File: src/rtl/cache_ram_arbiter.sv
// -----------------------------------------------------------------------------
// cache_ram_arbiter
//
// Shares the single cache-to-RAM bridge port between the I-cache (read-only)
// and the D-cache (read/write). One request is serviced at a time by a
// four-state FSM. The FSM strobes valid to the bridge for one cycle, waits for
// the completion pulse, then returns data with a one-cycle ack. Ties are
// resolved round-robin. A watchdog aborts an operation whose completion never
// arrives.
//
// Ports
//   cpu_clk          sole clock, rising edge
//   rst              asynchronous active-low reset
//   i_req/i_addr     I-cache read request (level, held until i_ack)
//   i_rdata/i_ack    I-cache read data, valid in the one-cycle i_ack pulse
//   d_req/d_we       D-cache request (level) and op type (1 = write)
//   d_addr/d_wdata   D-cache address and write data
//   d_rdata/d_ack    D-cache read data (0 for writes), valid with d_ack
//   cache_ram_valid  one-cycle issue strobe to the bridge
//   cache_ram_write  op type to the bridge (always 0 for I-cache)
//   cache_ram_addr   bridge address, held from issue until completion
//   cache_ram_data   bridge write data, held from issue until completion
//   ram_data         bridge read data, qualified by bram_valid
//   bram_valid       bridge completion pulse
//   arb_err          one-cycle pulse, coincident with the ack of an aborted op
// -----------------------------------------------------------------------------
module cache_ram_arbiter #(
    parameter int ADDR_W  = 32,
    parameter int DATA_W  = 32,
    parameter int TIMEOUT = 64
) (
    input  logic              cpu_clk,
    input  logic              rst,
    input  logic              i_req,
    input  logic [ADDR_W-1:0] i_addr,
    output logic [DATA_W-1:0] i_rdata,
    output logic              i_ack,
    input  logic              d_req,
    input  logic              d_we,
    input  logic [ADDR_W-1:0] d_addr,
    input  logic [DATA_W-1:0] d_wdata,
    output logic [DATA_W-1:0] d_rdata,
    output logic              d_ack,
    output logic              cache_ram_valid,
    output logic              cache_ram_write,
    output logic [ADDR_W-1:0] cache_ram_addr,
    output logic [DATA_W-1:0] cache_ram_data,
    input  logic [DATA_W-1:0] ram_data,
    input  logic              bram_valid,
    output logic              arb_err
);

    localparam int                WDOG_W    = $clog2(TIMEOUT + 1);
    localparam logic [WDOG_W-1:0] WDOG_LAST = WDOG_W'(TIMEOUT - 1);

    typedef enum logic [1:0] {
        ST_IDLE,
        ST_ISSUE,
        ST_WAIT,
        ST_RESP
    } state_t;

    state_t            state;
    logic              grant_d;      // current grantee: 1 = D-cache, 0 = I-cache
    logic              last_grant_d; // grantee of the most recent issue
    logic [WDOG_W-1:0] wdog;

    logic              pick_d;
    logic [DATA_W-1:0] resp_data;

    // D-cache wins when it is the only requester, or on a tie when the I-cache
    // was served last. Reset leaves last_grant_d = I, so D takes the first tie.
    assign pick_d = d_req && (!i_req || !last_grant_d);

    // Data returned to the requester: bridge data for a completed read, zero
    // for writes and for a watchdog abort.
    // NOTE: every signal written in always_comb gets a default first so no
    // path can leave it unassigned and infer a latch.
    always_comb begin
        resp_data = '0;
        if (bram_valid && !cache_ram_write) begin
            resp_data = ram_data;
        end
    end

    // NOTE: all state and registered outputs use non-blocking assignments so
    // every register samples pre-edge values regardless of statement order.
    always_ff @(posedge cpu_clk or negedge rst) begin
        if (!rst) begin
            state           <= ST_IDLE;
            grant_d         <= 1'b0;
            last_grant_d    <= 1'b0;
            wdog            <= '0;
            i_rdata         <= '0;
            i_ack           <= 1'b0;
            d_rdata         <= '0;
            d_ack           <= 1'b0;
            cache_ram_valid <= 1'b0;
            cache_ram_write <= 1'b0;
            cache_ram_addr  <= '0;
            cache_ram_data  <= '0;
            arb_err         <= 1'b0;
        end else begin
            // Pulse outputs default low; each is raised for exactly one cycle.
            cache_ram_valid <= 1'b0;
            i_ack           <= 1'b0;
            d_ack           <= 1'b0;
            arb_err         <= 1'b0;

            case (state)
                ST_IDLE: begin
                    if (i_req || d_req) begin
                        grant_d         <= pick_d;
                        cache_ram_valid <= 1'b1;
                        cache_ram_write <= pick_d && d_we;
                        cache_ram_addr  <= pick_d ? d_addr : i_addr;
                        cache_ram_data  <= pick_d ? d_wdata : '0;
                        state           <= ST_ISSUE;
                    end
                end

                ST_ISSUE: begin
                    last_grant_d <= grant_d;
                    wdog         <= '0;
                    state        <= ST_WAIT;
                end

                ST_WAIT: begin
                    // Completion and watchdog expiry share one exit; the
                    // completion pulse wins if both happen on the same edge.
                    if (bram_valid || (wdog == WDOG_LAST)) begin
                        arb_err <= !bram_valid;
                        if (grant_d) begin
                            d_ack   <= 1'b1;
                            d_rdata <= resp_data;
                        end else begin
                            i_ack   <= 1'b1;
                            i_rdata <= resp_data;
                        end
                        state <= ST_RESP;
                    end else begin
                        wdog <= wdog + WDOG_W'(1);
                    end
                end

                ST_RESP: begin
                    // The ack is high during this cycle. Returning to IDLE here
                    // means req is next sampled after the requester has seen ack.
                    state <= ST_IDLE;
                end

                default: state <= ST_IDLE;
            endcase
        end
    end

endmodule

File: config.mk
export PLATFORM = sky130hd
export DESIGN_NAME = cache_ram_arbiter
export DESIGN_NICKNAME = d
export VERILOG_FILES = /design/src/rtl/cache_ram_arbiter.sv
export SDC_FILE = /design/constraint.sdc
export NUM_CORES = 1
export LEC_CHECK = 0
export CORE_ASPECT_RATIO = 1.25
export CORE_MARGIN = 2
export CORE_UTILIZATION = 31
export DETAILED_ROUTE_END_ITERATION = 16
export PLACE_DENSITY = 0.66
export SYNTH_ARGS = -nofsm -noshare
export SYNTH_HDL_FRONTEND = slang
export SYNTH_SLANG_ARGS = --single-unit
export TNS_END_PERCENT = 100
File: constraint.sdc
create_clock -name cpu_clk -period 1.95 [get_ports cpu_clk]
set_input_delay 0.39 -clock cpu_clk [delete_from_list [all_inputs] [get_ports cpu_clk]]
set_output_delay 0.39 -clock cpu_clk [all_outputs]
set_load 0.01 [all_outputs]
; ---- After elaboration in Yosys (flattened, before gate mapping)
; Cells that the tools add are included.
[op_classes]
n_addsub = 1
eq_ne = 7
muxes = 18
bitwise_logic = 1
n_reduce_logical = 17
[ops]
columns = op, count
row1 = $mux W32, 3
row2 = $pmux W7 S2, 1
row3 = $mux W1, 10
row4 = $pmux W2 S4, 1
row5 = $add A7 B1 Y7 const B, 1
row6 = $eq A7 B6 Y1 const B, 1
row7 = $mux W7, 1
row8 = $ne A2 B2 Y1 const B, 3
row9 = $reduce_and A2 Y1, 3
row10 = $reduce_and A3 Y1, 2
row11 = $eq A2 B2 Y1 const B, 2
row12 = $logic_not A1 Y1, 4
row13 = $mux W2, 2
row14 = $logic_and A1 B1 Y1, 3
row15 = $logic_or A1 B1 Y1, 3
row16 = $eq A2 B1 Y1 const B, 1
row17 = $logic_not A2 Y1, 1
row18 = $reduce_bool A2 Y1, 1
row19 = $not A1 Y1, 1
[word_totals]
register_bits = 144
in_bits = 134
word_cells = 57

; ---- Logic depth before layout (Yosys ltp)
; Gate-level depths: netlist of run 1.
[logic_depth]
ltp_word = 4
depth_mapped = 7
mapped_depth_nobuf = 6

; ---- Worst setup path after synthesis of run 1
; No wires, ideal clock.
[synth_timing]
path_type = register to register
from = reg wdog[0]
to = reg state[1]
setup_time_ns = 0.125
arrival_ns = 1.478
required_ns = 1.825
path_slack_ns = 0.348
path_stages_with_launch = 6
n_path_buf = 0
cell_sequence = dfrtp_1 ha_1 nor2b_1 a21oi_4 a21oi_1 mux2_2
[synth_between]
elab_chain_len = 4
[synth_rtl]
columns = item, line
row1 = start: declaration, 66  ; logic [WDOG_W-1:0] wdog;
row2 = start signal: assignment, 142  ; wdog <= wdog + WDOG_W'(1);
row3 = $eq A7 B6 Y1, 131  ; if (bram_valid || (wdog == WDOG_LAST)) begin
row4 = $logic_or A1 B1 Y1, 131
row5 = $ne A2 B2 Y1 (no source line), --
row6 = $reduce_and A2 Y1 (no source line), --
row7 = end signal: assignment, 125  ; state <= ST_WAIT;
row8 = end signal: assignment, 140  ; state <= ST_RESP;
row9 = end signal: assignment, 149  ; state <= ST_IDLE;
row10 = end: declaration, 63  ; state_t state;
; No other way between the ends.
; A chain may end at the register's enable or synchronous reset.

; ---- Worst setup path after layout of run 1
[layout_timing]
from = reg wdog[1]
to = reg d_rdata[24]
[layout_between]
elab_chain_len = 3
[layout_rtl]
columns = item, line
row1 = $eq A7 B6 Y1, 131
row2 = $logic_or A1 B1 Y1, 131
row3 = $reduce_and A3 Y1 (no source line), --
row4 = end signal: assignment, 135  ; d_rdata <= resp_data;
row5 = end: declaration, 42  ; output logic [DATA_W-1:0] d_rdata,
; No other way between the ends.

==> results of run 1 <==
[through the flow]
step	power [mW]	util	cell area, um^2	instances	hold slack, ps
after floorplan	8.08	-	5930	462	94.4
final	14.9	0.507	9520	974	469
after global routing	15.8	0.507	9520	974	484
after CTS	15.1	0.507	9520	974	474
after detailed placement	11.8	0.475	8930	941	329
after global placement	11.6	0.475	8930	941	323
[sequential cells by signal, summed over array words and instances, names as in the netlist]
signal / flops
grant_d: 1
state: 2
last_grant_d: 1
arb_err: 1
i_ack: 1
d_rdata: 32
i_rdata: 32
cache_ram_addr: 32
d_ack: 1
cache_ram_valid: 1
cache_ram_write: 1
cache_ram_data: 32
wdog: 7
[report_power, final]
group | internal [mW] | leakage, nW | switching [mW]
Combinational | 3.77 | 1.95 | 2.71
Clock | 1.93 | 0.267 | 1.24
Sequential | 4.34 | 1.84 | 0.878
[final timing paths]
check                                  start                end  depth (start not counted)
min reg2reg                cache_ram_addr[4]  cache_ram_addr[4]                          2
min in group cpu_clk       cache_ram_addr[4]  cache_ram_addr[4]                          2
max reg2reg                          wdog[1]        d_rdata[24]                          6
max                                  wdog[1]        d_rdata[24]                          6
max in group asynchronous                rst  cache_ram_data[8]                          3
min                                      rst         d_rdata[5]                          2
[metal layers]
metal / track usage / vias to the layer above
met4: 0.0466 / 0
met2: 0.272 / 210
met3: 0.0524 / 13
met1: 0.198 / 2283
li1: - / 2214
met5: 0 / -
[cell type report]
type,instances,area [um^2]
clock buffer,21,450
clock inverter,11,133
fill,1638,9260
inverter,6,22.5
multi-input combinational,278,2130
sequential,144,3600
tap,232,290
timing repair buffer,282,2890
[layout by cell type (no fill, tap or decap), drive strengths merged, types with 2 or more instances in the layout]
cell	instances
o21ai	37
a22o	33
nor2b	3
clkinvlp	5
nand2	40
clkinv	2
o22ai	2
and2	2
a21oi	2
buf	16
clkbuf	21
bufinv	2
mux2i	32
clkdlybuf4s50	265
nand2b	34
nor3b	2
a22oi	2
nor2	4
inv	8
o2bb2ai	64
mux2	2
dfrtp	144
ha	5
[kinds of logic (layout without fill, tap and decap cells)]
group / Yosys count / in the layout
AOI/OAI and AO/OA: 147 / 147
DFF: 144 / 144
and+or+nand+nor: 91 / 91
buffers and inverters: 40 / 320
muxes: 34 / 34
adders and majority gates: 5 / 5
xor gates and xnor gates: 1 / 1
[worst reg2reg max path, stage by stage, from the launching register on]
cell and delay, ps:
dfrtp_1 400, ha_1 180, nor2b_1 370, a21oi_4 130, nand3b_4 220, buf_12 210, o2bb2ai_1 160
[timing repair]
action / 4_1_cts / 5_1_grt
hold endpoints to repair: 34 / 0
endpoints found under the setup margin: 0 / 0
hold buffers: 1 / 0
==> flow_metrics.tcl, run 1 <==
set metrics [dict create \
    root_buffer "clkbuf_16" \
    pre_cts_ws_ps 5.91 \
    max_cap_violations 0 \
    worst_slack_ps 145 \
    synth.distinct_cells 42 \
    viasPerCell 4.85 \
    worst_clock_skew_ps 11.4 \
    rows 56 \
    synth_top_family_by_area "compound AO/OA/AOI/OAI gates" \
    p_leak_nw 4.05 \
    ios 267 \
    ys_top_cells_by_count "dfrtp_1 (144), o2bb2ai_1 (55), nand2_1 (40)" \
    wirelength_met1_mm 6.77 \
    antenna_found_initial 0 \
    syn_avg_cell_area_um2 12.8 \
    worst_ep_required_time_ps 2220 \
    netlist_instances 462 \
    ys_ff_latch 144 \
    async_reset_ff_frac 1.00 \
    cts_made_buffers 17 \
    insertion_delay_ps 410 \
    critical_path.endpoint_type "register" \
    drtIter0Drc 182 \
    grt_max_degree 66 \
    max_freq_ghz 0.554 \
    crit_family "simple AND/OR/NAND/NOR gates" \
    antenna_left 0 \
    post-route-min-period_ps 1800 \
    synth_xor_area_frac 0.00148 \
    power.density_mw_per_mm2 1560 \
    core_mm2 0.0188 \
    synthMuxAreaShare 0.0578 \
    wl_mm 16.3 \
    start_kind "register" \
    finalSetupTns_ps 0 \
    setup_violations 0 \
    r2r_setup_slack_ps 150 \
    status "finished, final reports clean" \
    vias 4720 \
    yosys.area_share.simple 0.0827 \
    dp_hpwl_mm 11.8 \
    synth_fa_ha_area_frac 0.0106 \
    synthTopCellsByArea "dfrtp_1 (61%), o2bb2ai_1 (8.1%), mux2i_1 (5.4%), a22o_1 (4.9%), nand2b_1 (3.6%)" \
    path_clk_slew_ps 60 \
    wl_per_cell_um 16.8 \
    crit_arrival_ps 2070 \
    synth_compound_area_frac 0.204 \
    slew_headroom 0.716 \
    cts.sinks 144 \
    grt_first_pass_wirelength_mm 25.8 \
    synth_largest_area_cell "dfrtp_1" \
    yosysMostFrequentCell "dfrtp_1" \
    worst_pin_slew_ps 426 \
    ys_seq_area_frac 0.608 \
    grt_pass1_vias 5043 \
    dr.pass1.iters 4 \
    synth_edf_count 0 \
    hp-class "primary input to asynchronous set/reset pin" \
    rsz0062_at_grt "false" \
    gp_congestion 0.781 \
    report.final.hold_viol_count 0 \
    routed.top_layer "met4" \
    drc 0 \
    crit_path_top_delay_cell "dfrtp_1" \
    antennaDiodeCount 0 \
    drive_gt1_frac 0.0876 \
    port_buffers 266 \
    area_delta_synth_final_pct 60.6 \
    initial_core_util 0.316 \
    htree_levels 4 \
    ctsLongestPathBuffers 2 \
    synth.cell_area_mm2 0.00593 \
    slowest_delay_ps 400 \
    critPathBufInv 1 \
    syn-num-nets 601 \
    die_area_mm2 0.0203 \
    ctsResizeCount 0 \
    drv_slew 0 \
    period_share 0.926 \
    cts_setup_buffers 0 \
    cts_tree "built" \
    path_class "register to register" \
    wl_met2_mm 8.08 \
    grt_use_total 0.161 \
    ir_drop_v 0.000707 \
    gr-total-overflow 0 \
    route.met3.wl_mm 1.29 \
    path_max_fanout 29 \
    die_height_um 159 \
    synth_warnings 0 \
    crit_chain "ha_1 > nor2b_1 > a21oi_4 > nand3b_4 > buf_12 > o2bb2ai_1" \
    die_w_um 128 \
    nets 868 \
    synth_top_area_share 0.608 \
    synthFlopType "dfrtp_1" \
]
No activity file was read; power rests on OpenSTA's default activity.
==> run 2: changes to the inputs <==
REMOVE_ABC_BUFFERS = 1   (was default)
==> run 2 against run 1 <==
Compared with the run above:
- cell count grew 0.10%
- count of clock-buffer cells in the layout shrank 3
- critical path type is now register to output port
- first-iteration DRC count shrank 13%
- critical endpoint is now cache_ram_write
- wire length grew 4.2%
- final area grew 0.12%
- highest routed layer unchanged
- sequential cell count is the same
- sequential power is essentially flat
==> flow_metrics.tcl, run 2 (synthesized netlist as in run 1, its figures left out) <==
set metrics [dict create \
    max_cap_violations 0 \
    port_buffers 266 \
    crit_arrival_ps 1390 \
    die_w_um 128 \
    worst_pin_slew_ps 471 \
    insertion_delay_ps 410 \
    worst_ep_required_time_ps 1560 \
    num-fill-cells 1624 \
    period_share 0.914 \
    gr-total-overflow 0 \
    ctsLongestPathBuffers 2 \
    die_area_mm2 0.0203 \
    dr.pass1.iters 6 \
    postLayoutCoreUtil 0.508 \
    rsz0062_at_grt "false" \
    dp_hpwl_mm 12.2 \
    rows 56 \
    slowest_delay_ps 600 \
    cts_made_buffers 17 \
    vias 4808 \
    start_kind "register" \
    mostFrequentLayoutCells "clkdlybuf4s50_1 (265), dfrtp_1 (144), o2bb2ai_1 (55), nand2_1 (40), o21ai_0 (35)" \
    critical_path.endpoint_type "output port" \
    drive_gt1_frac 0.0942 \
    viasPerCell 4.93 \
    worst_clock_skew_ps 10.7 \
    p_leak_nw 4.08 \
    grt_max_degree 81 \
    register_area_mm2 0.00360 \
    crit_chain "clkdlybuf4s50_1" \
    path_clk_slew_ps 60 \
    fin_hold_ws_ps 457 \
    setup_violations 0 \
    antenna_found_initial 0 \
    root_buffer "clkbuf_16" \
    slew_headroom 0.686 \
    path_class "register to output port" \
    nets 870 \
    antennaDiodeCount 0 \
    crit_family "buffers and inverters" \
    wl_mm 17.0 \
    drv_slew 0 \
    multiInputGateArea_mm2 0.00214 \
    hp-class "primary input to asynchronous set/reset pin" \
    grt_pass1_vias 5252 \
    gp_congestion 0.813 \
    ios 267 \
    report.final.hold_viol_count 0 \
    cts.sinks 144 \
    drtIter0Drc 159 \
    ir_drop_v 0.000682 \
    antenna_left 0 \
    status "finished, final reports clean" \
    wl_per_cell_um 17.4 \
    htree_levels 4 \
    initial_core_util 0.316 \
    power.density_mw_per_mm2 1580 \
    max_freq_ghz 0.561 \
    drc 0 \
    grt_first_pass_wirelength_mm 27.0 \
    die_height_um 159 \
    post-route-min-period_ps 1780 \
    path_max_fanout 2 \
    cts_tree "built" \
    area_delta_synth_final_pct 60.8 \
    grt_use_total 0.170 \
    critPathBufInv 1 \
    crit_path_top_delay_cell "clkdlybuf4s50_1" \
    final_common_cell "clkdlybuf4s50_1" \
    core_mm2 0.0188 \
]
-- run 2: where the power goes --
group	total (mW)	internal [mW]	switching, mW
Clock	3.30	2.04	1.26
Sequential	5.22	4.34	0.879
Combinational	6.51	3.75	2.77
Total	15.0	10.1	4.90
-- run 2: final timing paths --
path / startpoint / endpoint / slack, ps / cells past startpoint
setup / recovery: cache_ram_write / cache_ram_write / 170 / 1
hold / removal: rst / wdog[3] / 460 / 2
setup reg to reg: wdog[0] / d_rdata[20] / 220 / 6
hold reg to reg: cache_ram_addr[21] / cache_ram_addr[21] / 470 / 2
max in group asynchronous: rst / cache_ram_data[16] / 840 / 3
min in group cpu_clk: cache_ram_addr[21] / cache_ram_addr[21] / 470 / 2
-- run 2: cell type report --
type,count,share of cell area
tap,232,0.0305
clock buffer,18,0.0461
multi-input combinational,278,0.224
clock inverter,13,0.0171
inverter,6,0.00236
timing repair buffer,284,0.302
sequential,144,0.378
-- run 2: repair_timing --
item | 4_1_cts | 5_1_grt
setup buffers | 0 | 0
hold buffers | 1 | 0
resized for setup | 0 | 1
setup endpoints to repair | 0 | 29
endpoints found under the hold margin | 37 | 0
-- run 2: through the flow --
step	setup slack [ps]	setup TNS (ps)	power [mW]	area, um^2	instances
2_1_floorplan	-1830	-108980	7.94	5740	428
3_5_place_dp	36.6	0	11.8	8920	943
3_3_place_gp	103	0	11.6	8920	943
4_1_cts	91.8	0	15.3	9530	975
6_report	169	0	15.0	9530	975
5_1_grt	111	0	16.0	9530	975
-- run 2: layer usage --
metal,global-route usage,part of all wire
met1,0.200,0.41
met2,0.285,0.49
met3,0.0665,0.086
met4,0.0565,0.015
met5,0,0
